[src/rtl/dmem_arb_pkg.sv]
// dmem_arb_pkg
// Shared types and constants for the data-memory arbiter:
//   - rt_tag_e : owner of the read return pending in the next cycle
//   - owner_e  : requester identity, used by the round-robin last-owner bit
//   - DATA_W   : data memory byte width
//   - MAX_CPU_BURST_DEF : default CPU burst length before DMA is forced
package dmem_arb_pkg;

  localparam int DATA_W            = 8;
  localparam int MAX_CPU_BURST_DEF = 4;

  typedef enum logic [1:0] {
    RT_IDLE = 2'd0,
    RT_CPU  = 2'd1,
    RT_DMA  = 2'd2
  } rt_tag_e;

  typedef enum logic {
    OWN_CPU = 1'b0,
    OWN_DMA = 1'b1
  } owner_e;

endpackage

[src/rtl/dmem_arbiter_if.sv]
// dmem_arbiter_if
// Bundles the CPU data port, the DMA/debug port and the data_memory port.
//   slave  : the arbiter's view (requests in, grants/read data/memory drive out)
//   master : the surrounding system's view (CPU, DMA master and data_memory)
// Signals:
//   cpu_req/cpu_we/cpu_addr/cpu_wdata, cpu_stall, cpu_rdata, cpu_rvalid
//   dma_req/dma_we/dma_addr/dma_wdata, dma_gnt,   dma_rdata, dma_rvalid
//   mem_addr/mem_we/mem_wdata to the memory, mem_rdata from it
interface dmem_arbiter_if #(
  parameter int AW = 11
);

  logic          cpu_req;
  logic          cpu_we;
  logic [AW-1:0] cpu_addr;
  logic [7:0]    cpu_wdata;
  logic          cpu_stall;
  logic [7:0]    cpu_rdata;
  logic          cpu_rvalid;

  logic          dma_req;
  logic          dma_we;
  logic [AW-1:0] dma_addr;
  logic [7:0]    dma_wdata;
  logic          dma_gnt;
  logic [7:0]    dma_rdata;
  logic          dma_rvalid;

  logic [AW-1:0] mem_addr;
  logic          mem_we;
  logic [7:0]    mem_wdata;
  logic [7:0]    mem_rdata;

  modport slave (
    input  cpu_req, cpu_we, cpu_addr, cpu_wdata,
    output cpu_stall, cpu_rdata, cpu_rvalid,
    input  dma_req, dma_we, dma_addr, dma_wdata,
    output dma_gnt, dma_rdata, dma_rvalid,
    output mem_addr, mem_we, mem_wdata,
    input  mem_rdata
  );

  modport master (
    output cpu_req, cpu_we, cpu_addr, cpu_wdata,
    input  cpu_stall, cpu_rdata, cpu_rvalid,
    output dma_req, dma_we, dma_addr, dma_wdata,
    input  dma_gnt, dma_rdata, dma_rvalid,
    input  mem_addr, mem_we, mem_wdata,
    output mem_rdata
  );

endinterface

[src/rtl/dmem_arb_return.sv]
// dmem_arb_return
// Read-return pipeline: registers who owns the read issued this cycle and,
// one cycle later, steers the memory's registered read data to that owner.
// The non-owner's rdata keeps the last byte it was handed.
// Ports:
//   CLK, RST_N            clock, asynchronous active-low reset
//   grant_cpu, cpu_we     CPU grant this cycle and its direction
//   grant_dma, dma_we     DMA grant this cycle and its direction
//   mem_rdata             memory read data (valid the cycle after the read grant)
//   cpu_rdata/cpu_rvalid  CPU read return
//   dma_rdata/dma_rvalid  DMA read return
module dmem_arb_return
  import dmem_arb_pkg::*;
(
  input  logic              CLK,
  input  logic              RST_N,
  input  logic              grant_cpu,
  input  logic              cpu_we,
  input  logic              grant_dma,
  input  logic              dma_we,
  input  logic [DATA_W-1:0] mem_rdata,
  output logic [DATA_W-1:0] cpu_rdata,
  output logic              cpu_rvalid,
  output logic [DATA_W-1:0] dma_rdata,
  output logic              dma_rvalid
);

  rt_tag_e           tag_p0;
  rt_tag_e           tag_next;
  logic [DATA_W-1:0] cpu_hold_p0;
  logic [DATA_W-1:0] dma_hold_p0;

  // Writes and idle cycles produce no return.
  always_comb begin
    tag_next = RT_IDLE;
    if (grant_cpu && !cpu_we) begin
      tag_next = RT_CPU;
    end else if (grant_dma && !dma_we) begin
      tag_next = RT_DMA;
    end
  end

  // Stage p0: owner of the read launched in the previous cycle.
  // An asynchronous reset here drops any read still in flight.
  always_ff @(posedge CLK or negedge RST_N) begin
    if (!RST_N) begin
      tag_p0 <= RT_IDLE;
    end else begin
      tag_p0 <= tag_next;
    end
  end

  // Capture the returned byte so each side keeps its last value afterwards.
  always_ff @(posedge CLK or negedge RST_N) begin
    if (!RST_N) begin
      cpu_hold_p0 <= '0;
      dma_hold_p0 <= '0;
    end else begin
      if (tag_p0 == RT_CPU) cpu_hold_p0 <= mem_rdata;
      if (tag_p0 == RT_DMA) dma_hold_p0 <= mem_rdata;
    end
  end

  always_comb begin
    cpu_rvalid = (tag_p0 == RT_CPU);
    dma_rvalid = (tag_p0 == RT_DMA);
    cpu_rdata  = cpu_rvalid ? mem_rdata : cpu_hold_p0;
    dma_rdata  = dma_rvalid ? mem_rdata : dma_hold_p0;
  end

endmodule

[src/rtl/dmem_arbiter.sv]
// dmem_arbiter
// Shares the single-port synchronous-read data memory between the AVR CPU
// data port and a DMA/debug master. At most one access is granted per cycle;
// read data returns to the owner one cycle after its grant.
// Default policy: CPU priority, but after MAX_CPU_BURST consecutive CPU grants
// with DMA waiting, the DMA request is forced through.
// Build option DMEM_ARB_RR_EN: replaces the priority/burst guard with a 1-bit
// last-owner register; on contention the requester not granted last wins.
// Ports:
//   CLK    system clock (posedge)
//   RST_N  asynchronous active-low reset; mem_we forced 0 while low
//   bus    dmem_arbiter_if.slave - CPU port, DMA port and memory port
module dmem_arbiter
  import dmem_arb_pkg::*;
#(
  parameter int AW            = 11,
  parameter int MAX_CPU_BURST = MAX_CPU_BURST_DEF
) (
  input  logic            CLK,
  input  logic            RST_N,
  dmem_arbiter_if.slave   bus
);

  logic          grant_cpu;
  logic          grant_dma;
  logic [AW-1:0] mem_addr_c;
  logic [AW-1:0] addr_p0;

`ifdef DMEM_ARB_RR_EN
  owner_e last_p0;

  always_comb begin
    grant_cpu = bus.cpu_req & (~bus.dma_req | (last_p0 == OWN_DMA));
    grant_dma = bus.dma_req & (~bus.cpu_req | (last_p0 == OWN_CPU));
  end

  // Stage p0: last owner; reset favours the CPU on the first contention.
  always_ff @(posedge CLK or negedge RST_N) begin
    if (!RST_N) begin
      last_p0 <= OWN_DMA;
    end else if (grant_cpu) begin
      last_p0 <= OWN_CPU;
    end else if (grant_dma) begin
      last_p0 <= OWN_DMA;
    end
  end
`else
  localparam logic [3:0] BURST_MAX = 4'(MAX_CPU_BURST);

  logic [3:0] burst_cnt_p0;
  logic       force_dma;

  always_comb begin
    force_dma = bus.dma_req & (burst_cnt_p0 == BURST_MAX);
    grant_cpu = bus.cpu_req & ~force_dma;
    grant_dma = bus.dma_req & (~bus.cpu_req | force_dma);
  end

  // Stage p0: CPU grants taken while DMA waits, saturating at BURST_MAX.
  always_ff @(posedge CLK or negedge RST_N) begin
    if (!RST_N) begin
      burst_cnt_p0 <= '0;
    end else if (!bus.dma_req || grant_dma) begin
      burst_cnt_p0 <= '0;
    end else if (grant_cpu && (burst_cnt_p0 != BURST_MAX)) begin
      burst_cnt_p0 <= burst_cnt_p0 + 4'd1;
    end
  end
`endif

  // Memory mux: the granted requester drives the memory directly in its grant
  // cycle; otherwise the address parks on the last granted one.
  always_comb begin
    mem_addr_c    = addr_p0;
    bus.mem_we    = 1'b0;
    bus.mem_wdata = bus.cpu_wdata;
    if (grant_cpu) begin
      mem_addr_c    = bus.cpu_addr;
      bus.mem_we    = bus.cpu_we;
    end else if (grant_dma) begin
      mem_addr_c    = bus.dma_addr;
      bus.mem_we    = bus.dma_we;
      bus.mem_wdata = bus.dma_wdata;
    end
    if (!RST_N) bus.mem_we = 1'b0;
  end

  assign bus.mem_addr  = mem_addr_c;
  assign bus.cpu_stall = bus.cpu_req & ~grant_cpu;
  assign bus.dma_gnt   = grant_dma;

  // Stage p0: parked memory address.
  always_ff @(posedge CLK or negedge RST_N) begin
    if (!RST_N) begin
      addr_p0 <= '0;
    end else begin
      addr_p0 <= mem_addr_c;
    end
  end

  dmem_arb_return u_return (
    .CLK        (CLK),
    .RST_N      (RST_N),
    .grant_cpu  (grant_cpu),
    .cpu_we     (bus.cpu_we),
    .grant_dma  (grant_dma),
    .dma_we     (bus.dma_we),
    .mem_rdata  (bus.mem_rdata),
    .cpu_rdata  (bus.cpu_rdata),
    .cpu_rvalid (bus.cpu_rvalid),
    .dma_rdata  (bus.dma_rdata),
    .dma_rvalid (bus.dma_rvalid)
  );

endmodule

[src/flat_wrapper.sv]
// flat-port wrapper written by rule: the top's interface ports become plain ports
module dmem_arbiter_flat import dmem_arb_pkg::*;
#(
  parameter int AW            = 11,
  parameter int MAX_CPU_BURST = MAX_CPU_BURST_DEF
)
  (CLK, RST_N, bus_cpu_req, bus_cpu_we, bus_cpu_addr, bus_cpu_wdata, bus_cpu_stall, bus_cpu_rdata, bus_cpu_rvalid, bus_dma_req, bus_dma_we, bus_dma_addr, bus_dma_wdata, bus_dma_gnt, bus_dma_rdata, bus_dma_rvalid, bus_mem_addr, bus_mem_we, bus_mem_wdata, bus_mem_rdata);
  dmem_arbiter_if #(.AW(AW)) bus_i ();
  input  logic CLK;
  input  logic RST_N;
  input wire logic [$bits(bus_i.cpu_req)-1:0] bus_cpu_req;
  input wire logic [$bits(bus_i.cpu_we)-1:0] bus_cpu_we;
  input wire logic [$bits(bus_i.cpu_addr)-1:0] bus_cpu_addr;
  input wire logic [$bits(bus_i.cpu_wdata)-1:0] bus_cpu_wdata;
  output wire logic [$bits(bus_i.cpu_stall)-1:0] bus_cpu_stall;
  output wire logic [$bits(bus_i.cpu_rdata)-1:0] bus_cpu_rdata;
  output wire logic [$bits(bus_i.cpu_rvalid)-1:0] bus_cpu_rvalid;
  input wire logic [$bits(bus_i.dma_req)-1:0] bus_dma_req;
  input wire logic [$bits(bus_i.dma_we)-1:0] bus_dma_we;
  input wire logic [$bits(bus_i.dma_addr)-1:0] bus_dma_addr;
  input wire logic [$bits(bus_i.dma_wdata)-1:0] bus_dma_wdata;
  output wire logic [$bits(bus_i.dma_gnt)-1:0] bus_dma_gnt;
  output wire logic [$bits(bus_i.dma_rdata)-1:0] bus_dma_rdata;
  output wire logic [$bits(bus_i.dma_rvalid)-1:0] bus_dma_rvalid;
  output wire logic [$bits(bus_i.mem_addr)-1:0] bus_mem_addr;
  output wire logic [$bits(bus_i.mem_we)-1:0] bus_mem_we;
  output wire logic [$bits(bus_i.mem_wdata)-1:0] bus_mem_wdata;
  input wire logic [$bits(bus_i.mem_rdata)-1:0] bus_mem_rdata;
  assign bus_i.cpu_req = bus_cpu_req;
  assign bus_i.cpu_we = bus_cpu_we;
  assign bus_i.cpu_addr = bus_cpu_addr;
  assign bus_i.cpu_wdata = bus_cpu_wdata;
  assign bus_cpu_stall = bus_i.cpu_stall;
  assign bus_cpu_rdata = bus_i.cpu_rdata;
  assign bus_cpu_rvalid = bus_i.cpu_rvalid;
  assign bus_i.dma_req = bus_dma_req;
  assign bus_i.dma_we = bus_dma_we;
  assign bus_i.dma_addr = bus_dma_addr;
  assign bus_i.dma_wdata = bus_dma_wdata;
  assign bus_dma_gnt = bus_i.dma_gnt;
  assign bus_dma_rdata = bus_i.dma_rdata;
  assign bus_dma_rvalid = bus_i.dma_rvalid;
  assign bus_mem_addr = bus_i.mem_addr;
  assign bus_mem_we = bus_i.mem_we;
  assign bus_mem_wdata = bus_i.mem_wdata;
  assign bus_i.mem_rdata = bus_mem_rdata;
  dmem_arbiter #(.AW(AW), .MAX_CPU_BURST(MAX_CPU_BURST)) u_core (.CLK(CLK), .RST_N(RST_N), .bus(bus_i));
endmodule
[config.mk]
export PLATFORM = sky130hd
export DESIGN_NAME = dmem_arbiter_flat
export DESIGN_NICKNAME = d
export VERILOG_FILES = /design/src/rtl/dmem_arb_pkg.sv /design/src/rtl/dmem_arbiter_if.sv /design/src/rtl/dmem_arb_return.sv /design/src/rtl/dmem_arbiter.sv /design/src/flat_wrapper.sv
export SDC_FILE = /design/constraint.sdc
export NUM_CORES = 1
export LEC_CHECK = 0
export BUFFER_PORTS_ARGS = -buffer_cell sky130_fd_sc_hd__buf_2
export CAP_MARGIN = 25
export CORE_MARGIN = 2
export CORE_UTILIZATION = 43
export DETAILED_ROUTE_END_ITERATION = 16
export PLACE_DENSITY = 0.82
export SYNTH_ARGS = -nofsm -noshare
export SYNTH_HDL_FRONTEND = slang
export SYNTH_SLANG_ARGS = --single-unit
[constraint.sdc]
create_clock -name CLK -period 1.8 [get_ports CLK]
set_input_delay 0.09 -clock CLK [delete_from_list [all_inputs] [get_ports CLK]]
set_output_delay 0.09 -clock CLK [all_outputs]
set_load 0.01 [all_outputs]
==> results of run 1 <==
==> worst max-delay path, stage by stage (launching register included) <==
cell and delay (ns):
sky130_fd_sc_hd__dfrtp_1 0.41, sky130_fd_sc_hd__inv_2 0.07, sky130_fd_sc_hd__ha_4 0.14, sky130_fd_sc_hd__nand3b_4 0.12, sky130_fd_sc_hd__buf_4 0.17, sky130_fd_sc_hd__a21oi_4 0.17, sky130_fd_sc_hd__mux2_2 0.38, sky130_fd_sc_hd__buf_2 0.14
==> routing by layer <==
| metal | up-vias | GRT usage | wire length, um |
|---|---|---|---|
| met4 | 0 | 0.0718 | 43 |
| met1 | 645 | 0.222 | 1590 |
| met2 | 74 | 0.354 | 2320 |
| met5 | - | 0 | 0 |
| li1 | 623 | - | - |
| met3 | 4 | 0.0556 | 365 |
==> final timing paths <==
path	startpoint	endpoint	slack (ns)	depth (start not counted)
max in group asynchronous	RST_N	u_core.u_return.cpu_hold_p0[0]	1.08	3
worst min register to register	u_core.u_return.cpu_hold_p0[7]	u_core.u_return.cpu_hold_p0[7]	0.50	1
worst max-delay path	u_core.burst_cnt_p0[0]	bus_mem_wdata[1]	-0.22	7
worst max register to register	u_core.burst_cnt_p0[0]	u_core.addr_p0[6]	0.26	6
min in group asynchronous	RST_N	u_core.addr_p0[5]	0.14	2
worst min-delay path	bus_mem_rdata[7]	u_core.u_return.cpu_hold_p0[7]	0.02	2
==> cells in the final DEF, fill, tap and decap left out, drive strengths merged, types with 2 or more instances in the layout <==
master,Yosys,routed
nand2,2,2
clkbuf,0,7
inv,5,5
nand3,3,3
dfrtp,33,33
mux2,46,46
a21oi,1,2
dlygate4sd3,0,12
buf,5,104
ha,2,2
nor2,6,6
nor2b,2,2
==> registers in the layout (all words and copies together), names as in the netlist <==
| register | flops |
|---|---|
| u_core.u_return.tag_p0 | 2 |
| u_core.addr_p0 | 11 |
| u_core.u_return.dma_hold_p0 | 8 |
| u_core.burst_cnt_p0 | 4 |
| u_core.u_return.cpu_hold_p0 | 8 |
==> final cells by class <==
class	count	area, um2	area share
inverter	5	18.8	0.00750
sequential	33	826	0.330
multi-input combinational	69	761	0.304
clock buffer	7	65.1	0.0260
clock inverter	1	5.00	0.00200
tap	46	57.6	0.0230
timing repair buffer	116	769	0.308
==> repair_timing <==
item,4_1_cts,5_1_grt
resized for setup,17,14
endpoints found under the hold margin,43,1
endpoints found under the setup margin,20,21
cloned,1,0
pin swaps,1,1
setup buffers,3,6
hold buffers,11,1
==> stage by stage <==
step | area [um2] | TNS (ns) | util
after floorplan | 1580 | 0 | -
after global placement | 2090 | 0 | 0.611
after detailed placement | 2090 | 0 | 0.611
after CTS | 2380 | -3.20 | 0.696
after global routing | 2500 | -4.80 | 0.733
final | 2500 | -3.12 | 0.733
==> cell families (layout without fill, tap and decap cells) <==
kind of cell | after synthesis | after routing
AOI/OAI and AO/OA | 2 | 3
muxes | 47 | 47
and+or+nand+nor | 15 | 15
DFF | 33 | 33
buffers and inverters | 10 | 129
xor gates and xnor gates | 2 | 2
adders and majority gates | 2 | 2
==> power by group <==
| part | switching [W] | internal, W |
|---|---|---|
| Sequential | 0.0000234 | 0.000836 |
| Combinational | 0.000245 | 0.000317 |
| Clock | 0.000242 | 0.000226 |
==> impl_results.html, run 1 <==
<table>
<tr><th>Metric</th><th>Value</th></tr>
<tr><th colspan="2">Status</th></tr>
<tr><td>Outcome</td><td>complete, but fails checks</td></tr>
<tr><td>Violations in the final reports</td><td>negative setup slack</td></tr>
<tr><th colspan="2">STA</th></tr>
<tr><td>Worst-case clock skew</td><td>roughly 0.0058 ns</td></tr>
<tr><td>Period utilisation layout</td><td>1.12</td></tr>
<tr><td>Endpoints failing setup</td><td>21</td></tr>
<tr><td>Max-slew violations</td><td>0</td></tr>
<tr><td>Post-route worst setup slack</td><td>-0.224 ns</td></tr>
<tr><td>Actual slew at the worst max-slew pin</td><td>roughly 0.43 ns</td></tr>
<tr><td>Post-route worst hold slack</td><td>0.0201 ns</td></tr>
<tr><td>Hold Fails Final Rpt</td><td>0</td></tr>
<tr><td>Peak clock frequency supported by timing</td><td>just under 500 MHz</td></tr>
<tr><td>Unrepaired setup endpoints after global routing</td><td>yes</td></tr>
<tr><td>Minimum clock period</td><td>approximately 2.0 ns</td></tr>
<tr><td>Relative slew slack</td><td>0.711</td></tr>
<tr><th colspan="2">Critical path</th></tr>
<tr><td>Critical Path AT</td><td>between 1.5 and 2 ns</td></tr>
<tr><td>Maximum net fanout on the critical path</td><td>4</td></tr>
<tr><td>Worst setup path class</td><td>reg -&gt; out</td></tr>
<tr><td>CP Data Required Time</td><td>1.71 ns</td></tr>
<tr><td>Worst Setup End Kind</td><td>primary output</td></tr>
<tr><td>Category of the worst setup path launch point</td><td>flop</td></tr>
<tr><th colspan="2">Global routing</th></tr>
<tr><td>Tot GR Track Use</td><td>0.197</td></tr>
<tr><td>Initial antenna violation count</td><td>0</td></tr>
<tr><td>First-pass GRT wire length</td><td>6220 um</td></tr>
<tr><td>Number of global-route vias before repair</td><td>between 1000 and 1500</td></tr>
<tr><td>Largest net degree at the start of global routing</td><td>29</td></tr>
<tr><td>Residual overflow from global routing</td><td>0</td></tr>
<tr><th colspan="2">Floorplanning</th></tr>
<tr><td>Die area</td><td>about 4200 um2</td></tr>
<tr><td>Die H</td><td>approximately 65 um</td></tr>
<tr><td>Initial standard-cell utilization of the core</td><td>0.461</td></tr>
<tr><td>Core ar.</td><td>between 3000 and 4000 um2</td></tr>
<tr><td>Die X</td><td>between 60 and 70 um</td></tr>
<tr><td>Boundary pin count</td><td>92</td></tr>
<tr><td>Total number of placement rows</td><td>21</td></tr>
<tr><th colspan="2">Drt</th></tr>
<tr><td>DR WL/cell</td><td>about 16 um</td></tr>
<tr><td>DRC violation total after the first TritonRoute iteration</td><td>34</td></tr>
<tr><td>Detailed Routing Iterations Pass 1</td><td>4</td></tr>
<tr><td>Wire length after detailed routing</td><td>around 4300 um</td></tr>
<tr><td>Via density per instance</td><td>just under 5</td></tr>
<tr><td>Vias</td><td>~1300</td></tr>
<tr><td>DRC viols</td><td>0</td></tr>
<tr><td>DRT antenna net count</td><td>0</td></tr>
<tr><th colspan="2">Flow run</th></tr>
<tr><td>Max-Cap Viols</td><td>0</td></tr>
<tr><th colspan="2">Synthesis</th></tr>
<tr><td>Area fraction in compound gates after synthesis</td><td>0.0207</td></tr>
<tr><td>Multiplexer share of the synthesized area</td><td>0.335</td></tr>
<tr><td>Yosys Warn Count</td><td>0</td></tr>
<tr><td>Flip-flop and latch count after synthesis</td><td>33</td></tr>
<tr><td>Post-synthesis adder-cell area fraction</td><td>0.0159</td></tr>
<tr><td>EDFF count, synth</td><td>0</td></tr>
<tr><td>Most numerous cell in the Yosys netlist</td><td>sky130_fd_sc_hd__mux2_2</td></tr>
<tr><td>Fraction of synthesized cell area in xor and xnor cells</td><td>0.0111</td></tr>
<tr><td>Dominant combinational cell family by area after synthesis</td><td>multiplexers</td></tr>
<tr><td>Cell area after synthesis</td><td>approximately 1600 um2</td></tr>
<tr><td>Top cells by count, synth</td><td>sky130_fd_sc_hd__mux2_2 (46), sky130_fd_sc_hd__dfrtp_1 (33), sky130_fd_sc_hd__nor2_1 (6), sky130_fd_sc_hd__inv_1 (5)</td></tr>
<tr><td>Yosys top cell area share</td><td>0.524</td></tr>
<tr><td>Post-synthesis cell type with the largest combined area</td><td>sky130_fd_sc_hd__dfrtp_1</td></tr>
<tr><td>Net count after synthesis</td><td>between 150 and 200</td></tr>
<tr><td>Predominant post-synthesis flop cell</td><td>sky130_fd_sc_hd__dfrtp_1</td></tr>
<tr><td>Simple logic cell fraction of the synthesized area</td><td>0.0532</td></tr>
<tr><td>Ranking of synthesized cells by area</td><td>sky130_fd_sc_hd__dfrtp_1 (52%), sky130_fd_sc_hd__mux2_2 (33%), sky130_fd_sc_hd__buf_6 (2.1%)</td></tr>
<tr><td>Synthesized area per cell</td><td>approximately 14 um2</td></tr>
<tr><td>Proportion of synthesized chip area in sequential cells</td><td>0.524</td></tr>
<tr><td>Async set or reset register ratio after synthesis</td><td>1.00</td></tr>
<tr><td>Number of library cell types mapped by synthesis</td><td>17</td></tr>
<tr><td>Number of cells produced by synthesis</td><td>about 110</td></tr>
<tr><th colspan="2">Clock network</th></tr>
<tr><td>Cell at the root of the clock tree</td><td>sky130_fd_sc_hd__clkbuf_4</td></tr>
<tr><td>Clk Latency, worst-skew pair</td><td>~0.33 ns</td></tr>
<tr><td>Clock input transition at the sequential cells of the worst setup and hold paths</td><td>around 0.1 ns</td></tr>
<tr><td>Sinks on the clock net</td><td>33</td></tr>
<tr><td>TritonCTS clock tree</td><td>built</td></tr>
<tr><td>H-tree levels</td><td>2</td></tr>
<tr><td>Maximum root-to-sink buffer count</td><td>2</td></tr>
<tr><td>CTS buffer count</td><td>5</td></tr>
<tr><th colspan="2">Placed design</th></tr>
<tr><td>Count of placed standard cells including taps</td><td>247</td></tr>
<tr><td>Worst setup slack before clock tree synthesis</td><td>~0.088 ns</td></tr>
<tr><td>Post-detail-place hpwl</td><td>2700 um</td></tr>
<tr><td>Final Wtd Congestion</td><td>around 0.76</td></tr>
<tr><td>Buffers added on ports</td><td>between 90 and 100</td></tr>
<tr><th colspan="2">Power</th></tr>
<tr><td>Total chip power</td><td>0.00189 W</td></tr>
<tr><td>Max rail drop VDD</td><td>0.530 mV</td></tr>
<tr><td>Leakage power summed over all cells</td><td>roughly 1.3 nW</td></tr>
<tr><td>Power density normalized to cell area</td><td>approximately 760 nW/um2</td></tr>
<tr><th colspan="2">Final layout</th></tr>
<tr><td>Layout net count</td><td>between 200 and 300</td></tr>
<tr><td>Area growth from synthesis to layout</td><td>58.9%</td></tr>
<tr><td>Diode count</td><td>0</td></tr>
<tr><td>Finished Layout Cells</td><td>about 280</td></tr>
<tr><td>Ratio of cells with drive above 1 in the final layout</td><td>0.714</td></tr>
<tr><td>Layout fillers</td><td>around 240</td></tr>
<tr><th colspan="2">Min path</th></tr>
<tr><td>Class of the tightest hold or removal check</td><td>in -&gt; reg</td></tr>
</table>
Power figures use the tool's default switching activity.
==> run 2, diff against run 1 <==
CORE_UTILIZATION = 39   (was 43)
PLACE_DENSITY = 0.79   (was 0.82)
clock period = 1.86 ns   (was 1.8 ns; I/O delays follow)
==> run 2 against run 1 <==
  * The run still ends with negative setup slack left
  * Critical path depth unchanged
  * Hold slack improved by 0.037 ns
  * Sequential power decreased by 3.0%
  * Total power increased by 1.6%
  * Via count decreased by 3.8%
  * Flip-flop and latch count unchanged
  * Combinational power decreased by 3%
  * Worst setup slack improved by 0.15 ns
  * Core utilization decreased by 11 points
  * Clock skew increased by 0.0043 ns
  * Clock-buffer cell count decreased by 1
  * Critical path type unchanged
  * Critical endpoint is now bus_mem_addr[7]
  * Largest cell class unchanged
  * Largest power group unchanged
==> impl_results.html, run 2 (synthesis gave the netlist of run 1 again) <==
<table>
<tr><th>Metric</th><th>Value</th></tr>
<tr><th colspan="2">Status</th></tr>
<tr><td>Outcome</td><td>complete, but fails checks</td></tr>
<tr><td>Violations in the final reports</td><td>negative setup slack</td></tr>
<tr><th colspan="2">Floorplanning</th></tr>
<tr><td>Die area</td><td>roughly 4600 um2</td></tr>
<tr><td>Core ar.</td><td>~4000 um2</td></tr>
<tr><td>Boundary pin count</td><td>92</td></tr>
<tr><td>Total number of placement rows</td><td>23</td></tr>
<tr><td>Die X</td><td>approximately 68 um</td></tr>
<tr><td>Die H</td><td>about 68 um</td></tr>
<tr><td>Initial standard-cell utilization of the core</td><td>0.400</td></tr>
<tr><th colspan="2">Final layout</th></tr>
<tr><td>Most frequent cells in the layout</td><td>sky130_fd_sc_hd__buf_2 (74), sky130_fd_sc_hd__dfrtp_1 (33), sky130_fd_sc_hd__mux2_2 (29), sky130_fd_sc_hd__buf_6 (19), sky130_fd_sc_hd__mux2_4 (17)</td></tr>
<tr><td>Registers with the most flip-flops</td><td>u_core.addr_p0 x11, u_core.u_return.cpu_hold_p0 x8, u_core.u_return.dma_hold_p0 x8</td></tr>
<tr><td>Leading cell type in the layout, fill and taps excluded</td><td>sky130_fd_sc_hd__buf_2</td></tr>
<tr><td>Area growth from synthesis to layout</td><td>55.7%</td></tr>
<tr><td>Flip-flop count of the largest register after layout</td><td>11</td></tr>
<tr><td>Finished Layout Cells</td><td>about 270</td></tr>
<tr><td>Core Util, Final</td><td>0.622</td></tr>
<tr><td>Layout fillers</td><td>about 300</td></tr>
<tr><td>Ratio of cells with drive above 1 in the final layout</td><td>0.731</td></tr>
<tr><td>Biggest register</td><td>u_core.addr_p0</td></tr>
<tr><td>Layout net count</td><td>between 200 and 300</td></tr>
<tr><td>Diode count</td><td>0</td></tr>
<tr><th colspan="2">Global routing</th></tr>
<tr><td>First-pass GRT wire length</td><td>around 6300 um</td></tr>
<tr><td>Initial antenna violation count</td><td>0</td></tr>
<tr><td>Fraction of met1 tracks used by global routing</td><td>0.212</td></tr>
<tr><td>Met3 Usage GRT</td><td>0.0683</td></tr>
<tr><td>Residual overflow from global routing</td><td>0</td></tr>
<tr><td>Most Crowded Layer GR</td><td>met2</td></tr>
<tr><td>Largest net degree at the start of global routing</td><td>26</td></tr>
<tr><td>Number of global-route vias before repair</td><td>1308</td></tr>
<tr><td>Tot GR Track Use</td><td>0.192</td></tr>
<tr><td>Met2 Usage GRT</td><td>0.330</td></tr>
<tr><th colspan="2">Clock network</th></tr>
<tr><td>H-tree levels</td><td>2</td></tr>
<tr><td>TritonCTS clock tree</td><td>built</td></tr>
<tr><td>Sinks on the clock net</td><td>33</td></tr>
<tr><td>Clk Latency, worst-skew pair</td><td>approximately 0.28 ns</td></tr>
<tr><td>Maximum root-to-sink buffer count</td><td>2</td></tr>
<tr><td>Cell at the root of the clock tree</td><td>sky130_fd_sc_hd__clkbuf_8</td></tr>
<tr><td>Clock input transition at the sequential cells of the worst setup and hold paths</td><td>about 0.07 ns</td></tr>
<tr><td>CTS buffer count</td><td>5</td></tr>
<tr><th colspan="2">STA</th></tr>
<tr><td>Unrepaired setup endpoints after global routing</td><td>yes</td></tr>
<tr><td>Peak clock frequency supported by timing</td><td>just over 500 MHz</td></tr>
<tr><td>Minimum clock period</td><td>1.93 ns</td></tr>
<tr><td>Worst-case clock skew</td><td>0.0101 ns</td></tr>
<tr><td>Period utilisation layout</td><td>1.04</td></tr>
<tr><td>Post-route worst setup slack</td><td>-0.0707 ns</td></tr>
<tr><td>Hold Fails Final Rpt</td><td>0</td></tr>
<tr><td>Relative slew slack</td><td>0.697</td></tr>
<tr><td>Actual slew at the worst max-slew pin</td><td>0.455 ns</td></tr>
<tr><td>Max-slew violations</td><td>0</td></tr>
<tr><td>Endpoints failing setup</td><td>19</td></tr>
<tr><th colspan="2">Min path</th></tr>
<tr><td>Class of the tightest hold or removal check</td><td>in -&gt; reg</td></tr>
<tr><td>Hold Crit Endpoint</td><td>u_core.addr_p0[6]</td></tr>
<tr><td>Min-delay src</td><td>bus_cpu_addr[6]</td></tr>
<tr><td>Hold path depth</td><td>2</td></tr>
<tr><th colspan="2">Critical path</th></tr>
<tr><td>Maximum net fanout on the critical path</td><td>11</td></tr>
<tr><td>CP Data Required Time</td><td>1.77 ns</td></tr>
<tr><td>Category of the worst setup path launch point</td><td>flop</td></tr>
<tr><td>Worst setup path class</td><td>reg -&gt; out</td></tr>
<tr><td>Worst Setup End Kind</td><td>primary output</td></tr>
<tr><td>Worst r2r dst</td><td>u_core.addr_p0[7]</td></tr>
<tr><td>Critical Path AT</td><td>approximately 1.8 ns</td></tr>
<tr><td>Startpoint of the lowest-slack register-to-register path</td><td>u_core.burst_cnt_p0[1]</td></tr>
<tr><td>Register-to-Register Setup Slack</td><td>0.31 ns</td></tr>
<tr><td>Path depth of the worst reg2reg path</td><td>6</td></tr>
<tr><th colspan="2">Drt</th></tr>
<tr><td>Detailed Routing Iterations Pass 1</td><td>2</td></tr>
<tr><td>Wire length after detailed routing</td><td>4140 um</td></tr>
<tr><td>Vias</td><td>between 1000 and 1500</td></tr>
<tr><td>DRC viols</td><td>0</td></tr>
<tr><td>Via density per instance</td><td>4.81</td></tr>
<tr><td>DRC violation total after the first TritonRoute iteration</td><td>42</td></tr>
<tr><td>DRT antenna net count</td><td>0</td></tr>
<tr><td>DR WL/cell</td><td>15.4 um</td></tr>
<tr><th colspan="2">Power</th></tr>
<tr><td>Leakage power summed over all cells</td><td>roughly 1.3 nW</td></tr>
<tr><td>Power density normalized to cell area</td><td>783 nW/um2</td></tr>
<tr><td>Max rail drop VDD</td><td>0.432 mV</td></tr>
<tr><th colspan="2">Placed design</th></tr>
<tr><td>Buffers added on ports</td><td>between 90 and 100</td></tr>
<tr><td>Count of placed standard cells including taps</td><td>251</td></tr>
<tr><td>Final Wtd Congestion</td><td>roughly 0.68</td></tr>
<tr><td>Post-detail-place hpwl</td><td>2690 um</td></tr>
<tr><th colspan="2">Flow run</th></tr>
<tr><td>Max-Cap Viols</td><td>0</td></tr>
</table>
## run 2: cell types whose count changed in the layout (fill, tap and decap cells not counted), moves of 2 or more
cell and change:
sky130_fd_sc_hd__buf_2 -3, sky130_fd_sc_hd__buf_4 -4, sky130_fd_sc_hd__buf_6 +6, sky130_fd_sc_hd__clkbuf_4 -5, sky130_fd_sc_hd__clkbuf_8 +4, sky130_fd_sc_hd__dlygate4sd3_1 -9
sky130_fd_sc_hd__inv_1 +2, sky130_fd_sc_hd__inv_2 -2, sky130_fd_sc_hd__mux2_2 -5, sky130_fd_sc_hd__mux2_4 +5
## run 2: critical path: stages (launching register included)
cell and delay [ns]:
sky130_fd_sc_hd__dfrtp_1 0.39, sky130_fd_sc_hd__inv_1 0.06, sky130_fd_sc_hd__ha_2 0.18, sky130_fd_sc_hd__nand3b_4 0.12
sky130_fd_sc_hd__o21ai_4 0.18, sky130_fd_sc_hd__buf_12 0.17, sky130_fd_sc_hd__mux2_4 0.33, sky130_fd_sc_hd__buf_6 0.13
## run 2: report_power, final
part / leakage, nW / switching, W / internal [W]
combinational: 0.815 / 0.000238 / 0.000307
clock: 0.0433 / 0.000250 / 0.000292
sequential: 0.398 / 0.0000228 / 0.000811
## run 2: area by class of cell
cell class / instances / area [um2] / share of cell area
Tap cell: 50 / 62.6 / 0.0255
Multi-Input combinational cell: 68 / 753 / 0.307
Sequential cell: 33 / 826 / 0.337
Inverter: 5 / 18.8 / 0.00765
Clock inverter: 1 / 7.51 / 0.00306
Timing Repair Buffer: 106 / 702 / 0.286
Clock buffer: 6 / 82.6 / 0.0337
## run 2: layer usage
metal,share of wire,vias to the layer above
met1,0.38,610
li1,-,597
met2,0.51,80
met3,0.091,8
met5,0,-
met4,0.017,0
## run 2: what timing repair did
| item | in CTS | in global routing |
|---|---|---|
| buffers inserted | 7 | 2 |
| cloned | 1 | 0 |
| hold buffers | 3 | 0 |
| endpoints found under the setup margin | 20 | 20 |
| resized for setup | 20 | 18 |
| endpoints found under the hold margin | 10 | 0 |
| pin swaps | 2 | 2 |
## run 2: worst max path at each step
stage / startpoint / cells past startpoint / end
after floorplan: u_core.burst_cnt_p0[0] / 6 / u_core.addr_p0[0]
after global placement: u_core.burst_cnt_p0[0] / 6 / bus_mem_wdata[1]
after detailed placement: u_core.burst_cnt_p0[0] / 6 / bus_mem_wdata[7]
after CTS: u_core.burst_cnt_p0[1] / 8 / bus_mem_wdata[0]
after global routing: u_core.burst_cnt_p0[1] / 7 / bus_mem_addr[10]
final: u_core.burst_cnt_p0[1] / 7 / bus_mem_addr[7]
## run 2: per-stage QoR
step	hold WS, ns	setup TNS [ns]	worst slack [ns]	area [um2]	power, W
2_1_floorplan	-0.203	0	0.276	1580	0.00109
3_3_place_gp	-0.0332	0	0.170	2090	0.00128
3_5_place_dp	-0.0342	0	0.133	2090	0.00130
4_1_cts	0.0481	-1.70	-0.120	2400	0.00191
5_1_grt	0.0474	-2.55	-0.157	2450	0.00204
6_report	0.0566	-1.01	-0.0707	2450	0.00192
